===== src/rtl/calc_responder_if.sv =====
// Request/response bus of calc_responder. Signal names and big-endian
// bit numbering ([0] is the MSB) follow the block's external pin list.
interface calc_responder_if;
  logic [0:3]  req_cmd_in;
  logic [0:1]  req_tag_in;
  logic [0:31] req_data_in;
  logic [0:31] out_data;
  logic [0:1]  out_resp;
  logic [0:1]  out_tag;

  modport master (
    output req_cmd_in, req_tag_in, req_data_in,
    input  out_data, out_resp, out_tag
  );

  modport slave (
    input  req_cmd_in, req_tag_in, req_data_in,
    output out_data, out_resp, out_tag
  );
endinterface


===== src/rtl/calc_responder.sv =====
// Two-cycle command intake, 3-stage add/sub and 1-stage shift/invalid execute, 4-entry response FIFO.
// Optional macro CALC_SHIFT_EN enables the shifter; without it commands 5/6 report invalid.
module calc_responder (
  input  logic             clk,
  input  logic             reset,
  calc_responder_if.slave  bus
);
  localparam int DATA_W = 32;
  localparam logic [3:0] CMD_ADD = 4'd1;
  localparam logic [3:0] CMD_SUB = 4'd2;
`ifdef CALC_SHIFT_EN
  localparam logic [3:0] CMD_SHL = 4'd5;
  localparam logic [3:0] CMD_SHR = 4'd6;
`endif
  localparam logic [1:0] RESP_OK  = 2'd1;
  localparam logic [1:0] RESP_OVF = 2'd2;
  localparam logic [1:0] RESP_INV = 2'd3;

  typedef enum logic {IDLE, OP2} state_t;

  typedef struct packed {
    logic [1:0]        resp;
    logic [1:0]        tag;
    logic [DATA_W-1:0] data;
  } rsp_t;

  // Bit DATA_W is carry-out for add and borrow for sub; both mean out of range.
  function automatic rsp_t fmt_arith(input logic [DATA_W:0] res, input logic [1:0] tag);
    rsp_t r;
    r.tag = tag;
    if (res[DATA_W]) begin
      r.resp = RESP_OVF;
      r.data = '0;
    end else begin
      r.resp = RESP_OK;
      r.data = res[DATA_W-1:0];
    end
    return r;
  endfunction

  logic [3:0]        cmd_in;
  logic [1:0]        tag_in;
  logic [DATA_W-1:0] data_in;
  assign cmd_in  = bus.req_cmd_in;
  assign tag_in  = bus.req_tag_in;
  assign data_in = bus.req_data_in;

  state_t            state_q;
  logic [3:0]        cmd_q;
  logic [1:0]        tag_q;
  logic [DATA_W-1:0] op1_q;

  logic              vld_p0;
  logic [3:0]        cmd_p0;
  logic [1:0]        tag_p0;
  logic [DATA_W-1:0] op1_p0, op2_p0;
  logic              vld_p1;
  logic [1:0]        tag_p1;
  logic [DATA_W:0]   res_p1;
  logic              vld_p2;
  rsp_t              rsp_p2;

  rsp_t              fifo_q [4];
  logic [1:0]        wp_q, rp_q;
  logic [2:0]        cnt_q;
  rsp_t              out_q;

  logic              arith_p0, short_vld;
  rsp_t              short_rsp;
  logic              pop;
  logic [1:0]        n_push, wp_d, rp_d, wp2;
  logic [2:0]        cnt_d;

  always_ff @(posedge clk or negedge reset) begin
    if (!reset) begin
      state_q <= IDLE;
      vld_p0  <= 1'b0;
    end else begin
      vld_p0 <= 1'b0;
      case (state_q)
        IDLE: if (cmd_in != 4'd0) state_q <= OP2;
        OP2: begin
          state_q <= IDLE;
          vld_p0  <= 1'b1;
        end
        default: state_q <= IDLE;
      endcase
    end
  end

  always_ff @(posedge clk) begin
    if (state_q == IDLE) begin
      cmd_q <= cmd_in;
      tag_q <= tag_in;
      op1_q <= data_in;
    end
    if (state_q == OP2) begin
      cmd_p0 <= cmd_q;
      tag_p0 <= tag_q;
      op1_p0 <= op1_q;
      op2_p0 <= data_in;
    end
  end

  assign arith_p0  = vld_p0 && (cmd_p0 == CMD_ADD || cmd_p0 == CMD_SUB);
  assign short_vld = vld_p0 && !arith_p0;

  always_comb begin
    short_rsp.resp = RESP_INV;
    short_rsp.tag  = tag_p0;
    short_rsp.data = '0;
`ifdef CALC_SHIFT_EN
    if (cmd_p0 == CMD_SHL) begin
      short_rsp.resp = RESP_OK;
      short_rsp.data = op1_p0 << op2_p0[4:0];
    end else if (cmd_p0 == CMD_SHR) begin
      short_rsp.resp = RESP_OK;
      short_rsp.data = op1_p0 >> op2_p0[4:0];
    end
`endif
  end

  // p0 -> p1: raw 33-bit arithmetic; p1 -> p2: response formatting
  always_ff @(posedge clk) begin
    tag_p1 <= tag_p0;
    res_p1 <= (cmd_p0 == CMD_SUB) ? ({1'b0, op1_p0} - {1'b0, op2_p0})
                                  : ({1'b0, op1_p0} + {1'b0, op2_p0});
    rsp_p2 <= fmt_arith(res_p1, tag_p1);
  end

  always_ff @(posedge clk or negedge reset) begin
    if (!reset) begin
      vld_p1 <= 1'b0;
      vld_p2 <= 1'b0;
    end else begin
      vld_p1 <= arith_p0;
      vld_p2 <= vld_p1;
    end
  end

  // Long-path result takes the lower slot when both paths complete together.
  always_comb begin
    pop    = (cnt_q != 3'd0);
    n_push = {1'b0, vld_p2} + {1'b0, short_vld};
    wp_d   = wp_q + n_push;
    rp_d   = rp_q + {1'b0, pop};
    cnt_d  = cnt_q + {1'b0, n_push} - {2'b0, pop};
    wp2    = vld_p2 ? wp_q + 2'd1 : wp_q;
  end

  always_ff @(posedge clk) begin
    if (vld_p2)    fifo_q[wp_q] <= rsp_p2;
    if (short_vld) fifo_q[wp2]  <= short_rsp;
  end

  always_ff @(posedge clk or negedge reset) begin
    if (!reset) begin
      wp_q  <= '0;
      rp_q  <= '0;
      cnt_q <= '0;
      out_q <= '0;
    end else begin
      wp_q  <= wp_d;
      rp_q  <= rp_d;
      cnt_q <= cnt_d;
      out_q <= pop ? fifo_q[rp_q] : '0;
    end
  end

  assign bus.out_resp = out_q.resp;
  assign bus.out_tag  = out_q.tag;
  assign bus.out_data = out_q.data;
endmodule


===== src/flat_wrapper.sv =====
// flat-port wrapper written by rule: the top's interface ports become plain ports
module calc_responder_flat 
  (clk, reset, bus_req_cmd_in, bus_req_tag_in, bus_req_data_in, bus_out_data, bus_out_resp, bus_out_tag);
  calc_responder_if bus_i ();
  input  logic clk;
  input  logic reset;
  input wire logic [$bits(bus_i.req_cmd_in)-1:0] bus_req_cmd_in;
  input wire logic [$bits(bus_i.req_tag_in)-1:0] bus_req_tag_in;
  input wire logic [$bits(bus_i.req_data_in)-1:0] bus_req_data_in;
  output wire logic [$bits(bus_i.out_data)-1:0] bus_out_data;
  output wire logic [$bits(bus_i.out_resp)-1:0] bus_out_resp;
  output wire logic [$bits(bus_i.out_tag)-1:0] bus_out_tag;
  assign bus_i.req_cmd_in = bus_req_cmd_in;
  assign bus_i.req_tag_in = bus_req_tag_in;
  assign bus_i.req_data_in = bus_req_data_in;
  assign bus_out_data = bus_i.out_data;
  assign bus_out_resp = bus_i.out_resp;
  assign bus_out_tag = bus_i.out_tag;
  calc_responder u_core (.clk(clk), .reset(reset), .bus(bus_i));
endmodule

===== config.mk =====
export PLATFORM = sky130hd
export DESIGN_NAME = calc_responder_flat
export DESIGN_NICKNAME = d
export VERILOG_FILES = /design/src/rtl/calc_responder_if.sv /design/src/rtl/calc_responder.sv /design/src/flat_wrapper.sv
export SDC_FILE = /design/constraint.sdc
export NUM_CORES = 1
export LEC_CHECK = 0
export CORE_AREA = 2 2 187 189
export DETAILED_ROUTE_END_ITERATION = 16
export DIE_AREA = 0 0 189 191
export MAX_ROUTING_LAYER = met4
export PLACE_DENSITY = 0.62
export SLEW_MARGIN = 20
export SYNTH_ARGS = -nofsm -noshare
export SYNTH_HDL_FRONTEND = slang
export SYNTH_SLANG_ARGS = --single-unit

===== constraint.sdc =====
create_clock -name clk -period 5.27 [get_ports clk]
set_input_delay 0.527 -clock clk [delete_from_list [all_inputs] [get_ports clk]]
set_output_delay 0.527 -clock clk [all_outputs]
set_load 0.01 [all_outputs]

==> flow_results.xml <==
<?xml version="1.0" encoding="UTF-8"?>
<metrics>
  <group name="power">
    <metric name="peak_supply_drop" unit="mV">0.276</metric>
    <metric name="power_density" unit="nW/µm²">561</metric>
    <metric name="leakage" unit="µW">0.00658</metric>
  </group>
  <group name="setup_path">
    <metric name="slowest_stage" unit="">or4b_1</metric>
    <metric name="worstPathMaxFanout" unit="">8</metric>
    <metric name="rrSetupSlack" unit="ns">1.26</metric>
    <metric name="worst-endpoint-arrival" unit="ns">4.40</metric>
    <metric name="r2r_end" unit="">u_core.res_p1[31]</metric>
    <metric name="critical_path_launch_point" unit="">u_core.op2_p0[0]</metric>
    <metric name="worst_r2r_path_depth" unit="">14</metric>
    <metric name="crit_path_cell_trace" unit="">inv_1 -&gt; ha_1 -&gt; or4b_1 -&gt; or2_1 -&gt; nor2_1 -&gt; nor2_1 -&gt; xnor2_1 -&gt; ha_1 -&gt; a21oi_1 -&gt; o21ai_0 -&gt; a221o_1 -&gt; a21oi_1 -&gt; o311ai_1 -&gt; xor2_1</metric>
    <metric name="reg2reg_from" unit="">u_core.op2_p0[0]</metric>
    <metric name="critical_path.endpoint_type" unit="">register</metric>
    <metric name="end_point_of_the_critical_path" unit="">u_core.res_p1[31]</metric>
    <metric name="data_required_critical_path" unit="ns">5.66</metric>
    <metric name="path_delay_family" unit="">simple AND/OR/NAND/NOR gates</metric>
    <metric name="cp-start-kind" unit="">register</metric>
    <metric name="crit_path_max_incr_delay" unit="ns">0.56</metric>
    <metric name="critical_path_buf_inv_count" unit="">1</metric>
    <metric name="critical_path_cell_count" unit="">14</metric>
    <metric name="timing_worst_setup_path_type" unit="">reg2reg</metric>
  </group>
  <group name="logic_synthesis">
    <metric name="async_sr_flop_fraction" unit="">0.127</metric>
    <metric name="synthFlopType" unit="">dfxtp_1</metric>
    <metric name="synthesis.instances" unit="">1414</metric>
    <metric name="synth_seq_area_share" unit="">0.580</metric>
    <metric name="number_of_enable_flip_flop_cells_after_synthesis" unit="">116</metric>
    <metric name="netlist_area" unit="µm²">15200</metric>
    <metric name="post_synth_num_cell_types" unit="">71</metric>
    <metric name="synth.ff_latch_count" unit="">370</metric>
    <metric name="synth_warnings" unit="">0</metric>
    <metric name="synth_fp_nets" unit="">1499</metric>
    <metric name="synthesis.area_per_instance" unit="µm²">10.7</metric>
  </group>
  <group name="die">
    <metric name="boundaryPins" unit="">76</metric>
    <metric name="die_h" unit="µm">191</metric>
    <metric name="floorplan.core_area" unit="µm²">34100</metric>
    <metric name="fp-row-count" unit="">68</metric>
    <metric name="floorplan.die_area" unit="µm²">36100</metric>
    <metric name="initial_core_utilization" unit="">0.445</metric>
    <metric name="die_width" unit="µm">189</metric>
  </group>
  <group name="layout">
    <metric name="multi_input_area" unit="µm²">6030</metric>
    <metric name="number_of_nets_in_the_finished_design" unit="">1553</metric>
    <metric name="antenna-diode-count" unit="">0</metric>
    <metric name="most_common_cell_after_layout_fill_and_taps_aside" unit="">nand2_1</metric>
    <metric name="syn_to_layout_area_delta" unit="%">16.1</metric>
    <metric name="mostFrequentLayoutCells" unit="">311 x nand2_1, 207 x dfxtp_1, 166 x a21oi_1</metric>
    <metric name="sequential_cell_area" unit="µm²">8810</metric>
    <metric name="fraction_of_final_layout_cells_sized_beyond_drive_strength_1" unit="">0.0935</metric>
    <metric name="nFillCells" unit="">3034</metric>
  </group>
  <group name="placement">
    <metric name="post_place_setup_slack" unit="ns">1.25</metric>
    <metric name="hpwl" unit="µm">21600</metric>
    <metric name="port-buffer-count" unit="">75</metric>
    <metric name="place_congestion" unit="">0.891</metric>
  </group>
  <group name="timing">
    <metric name="finalSetupViolations" unit="">0</metric>
    <metric name="hold_violations" unit="">0</metric>
    <metric name="clock.fmax" unit="MHz">249</metric>
    <metric name="final-max-slew-violation-count" unit="">0</metric>
    <metric name="relSlewSlack" unit="">0.258</metric>
    <metric name="layout_min_cycle_time" unit="ns">4.01</metric>
    <metric name="grt_setup_unrepaired" unit="">no</metric>
    <metric name="timing.final.crit_share" unit="">0.761</metric>
    <metric name="worst_pin_slew" unit="ns">1.11</metric>
    <metric name="fin_skew" unit="ns">0.0146</metric>
    <metric name="finalSetupTns" unit="ns">0</metric>
    <metric name="setup_slack" unit="ns">1.26</metric>
  </group>
  <group name="global_route">
    <metric name="antenna_violations_before_repair" unit="">0</metric>
    <metric name="global_route_wire_length_before_repair" unit="µm">54600</metric>
    <metric name="grt_max_degree" unit="">57</metric>
    <metric name="grtUsageTotal" unit="">0.196</metric>
    <metric name="first_global_vias" unit="">10200</metric>
    <metric name="grt_overflow" unit="">0</metric>
  </group>
  <group name="routing">
    <metric name="drt-vias-per-instance" unit="">5.32</metric>
    <metric name="detail_route.wirelength" unit="µm">34300</metric>
    <metric name="drtPass1Iterations" unit="">5</metric>
    <metric name="total_number_of_vias" unit="">10400</metric>
    <metric name="drt_drc_violations_left" unit="">0</metric>
    <metric name="routed_wire_length_per_instance" unit="µm">17.5</metric>
    <metric name="detail-route-antenna-nets" unit="">0</metric>
    <metric name="drt-initial-drc-count" unit="">771</metric>
  </group>
  <group name="run">
    <metric name="number_of_max_cap_violations" unit="">0</metric>
  </group>
  <group name="clocking">
    <metric name="cts_buffers" unit="">39</metric>
    <metric name="cts-root-buf" unit="">clkbuf_16</metric>
    <metric name="cts_htree_levels" unit="">2</metric>
    <metric name="cts.reportedPaths.clkPinSlew" unit="ns">0.06</metric>
    <metric name="cts_tree" unit="">done</metric>
    <metric name="cts-hold-fix-buffers" unit="">0</metric>
    <metric name="post-cts-setup-buffer-count" unit="">0</metric>
    <metric name="cts.path.max_buffers" unit="">3</metric>
    <metric name="ctsResizeCount" unit="">0</metric>
    <metric name="insertion_delay" unit="ns">0.52</metric>
    <metric name="clock-sinks" unit="">370</metric>
  </group>
  <group name="run_status">
    <metric name="status" unit="">finished clean</metric>
  </group>
  <group name="min_path">
    <metric name="hold_path.class" unit="">in2async</metric>
  </group>
</metrics>
==> per-stage QoR <==
step	hold WS, ns	utilization	total power (µW)	instance area, µm²	cells
CTS	0.110	0.516	9960	17600	1953
global route	0.167	0.516	10500	17600	1953
global placement	0.311	0.479	7210	16300	1882
finish	0.102	0.516	9880	17600	1953
detailed placement	0.316	0.479	7280	16300	1882
floorplan	0.231	-	6300	15200	1414
==> state kept, by name (all words and copies together), names as in the netlist, 3 cells and up <==
name / cells
u_core.res_p1: 33
u_core.cmd_q: 4
u_core.rsp_p2: 36
u_core.bus.out_data: 32
u_core.cmd_p0: 4
u_core.fifo_q: 144
u_core.op1_p0: 32
u_core.op2_p0: 32
u_core.op1_q: 32
u_core.cnt_q: 3
==> cells in the mapped netlist, types with 3 or more instances <==
cell	count	area, µm²
nand2_1	315	1180
dfxtp_1	207	4140
a21oi_1	167	836
edfxtp_1	116	3480
nor2b_1	71	444
clkbuf_1	58	218
dfrtp_1	47	1180
nor2_1	45	169
ha_1	43	538
o21ai_0	39	195
mux4_2	36	811
xor2_1	35	307
inv_1	28	105
xnor2_1	27	236
nor3_1	22	110
buf_2	11	55.1
nand3_1	11	55.1
nor4_1	9	56.3
a21o_1	7	52.6
nand4_1	7	43.8
a31oi_1	6	37.5
and2_1	6	37.5
o21a_1	6	45.0
o21bai_1	6	45.0
o22ai_1	6	37.5
o31ai_1	6	45.0
o211ai_1	5	37.5
or3_1	5	31.3
a211oi_1	4	30.0
o21ai_1	4	20.0
and3_1	3	18.8
nand3b_1	3	22.5
o41ai_1	3	26.3
or2_2	3	18.8
==> worst min path at each step <==
stage / from / to / slack (ns) / depth (start not counted)
final: reset / u_core.bus.out_data[22] / 0.10 / 2
after global placement: u_core.tag_p1[1] / u_core.rsp_p2[33] / 0.31 / 0
after CTS: reset / u_core.bus.out_data[18] / 0.11 / 2
after global routing: reset / u_core.bus.out_data[25] / 0.17 / 2
after floorplan: reset / u_core.bus.out_data[0] / 0.23 / 0
after detailed placement: u_core.tag_p1[0] / u_core.rsp_p2[32] / 0.32 / 0
==> power by group <==
part           internal, µW  total [µW]  switching [µW]
sequential             3870        4400             533
clock                  1590        2660            1070
combinational          1250        2820            1560
==> layer usage <==
| layer | routed length (µm) | vias to the layer above | GRT usage |
|---|---|---|---|
| met4 | 796 | 0 | 0.0586 |
| li1 | - | 5049 | - |
| met3 | 1700 | 64 | 0.0250 |
| met5 | 0 | - | - |
| met1 | 15700 | 4993 | 0.255 |
| met2 | 16100 | 275 | 0.322 |
==> area by class of cell <==
| type | count | share of cell area |
|---|---|---|
| Clock buffer | 59 | 0.0665 |
| Timing Repair Buffer | 85 | 0.0466 |
| Inverter | 28 | 0.00597 |
| Sequential cell | 370 | 0.500 |
| Clock inverter | 12 | 0.00597 |
| Tap cell | 455 | 0.0323 |
| Multi-Input combinational cell | 944 | 0.342 |
==> cells by family after synthesis <==
kind of cell	count (synthesis)	share of synthesized area
compound gates	286	0.112
fa+ha+maj	45	0.0381
flops	370	0.580
xor+xnor	62	0.0358
simple gates	513	0.153
buf+inv	100	0.0258
mux	38	0.0548
(Power assumes the default switching activity.)
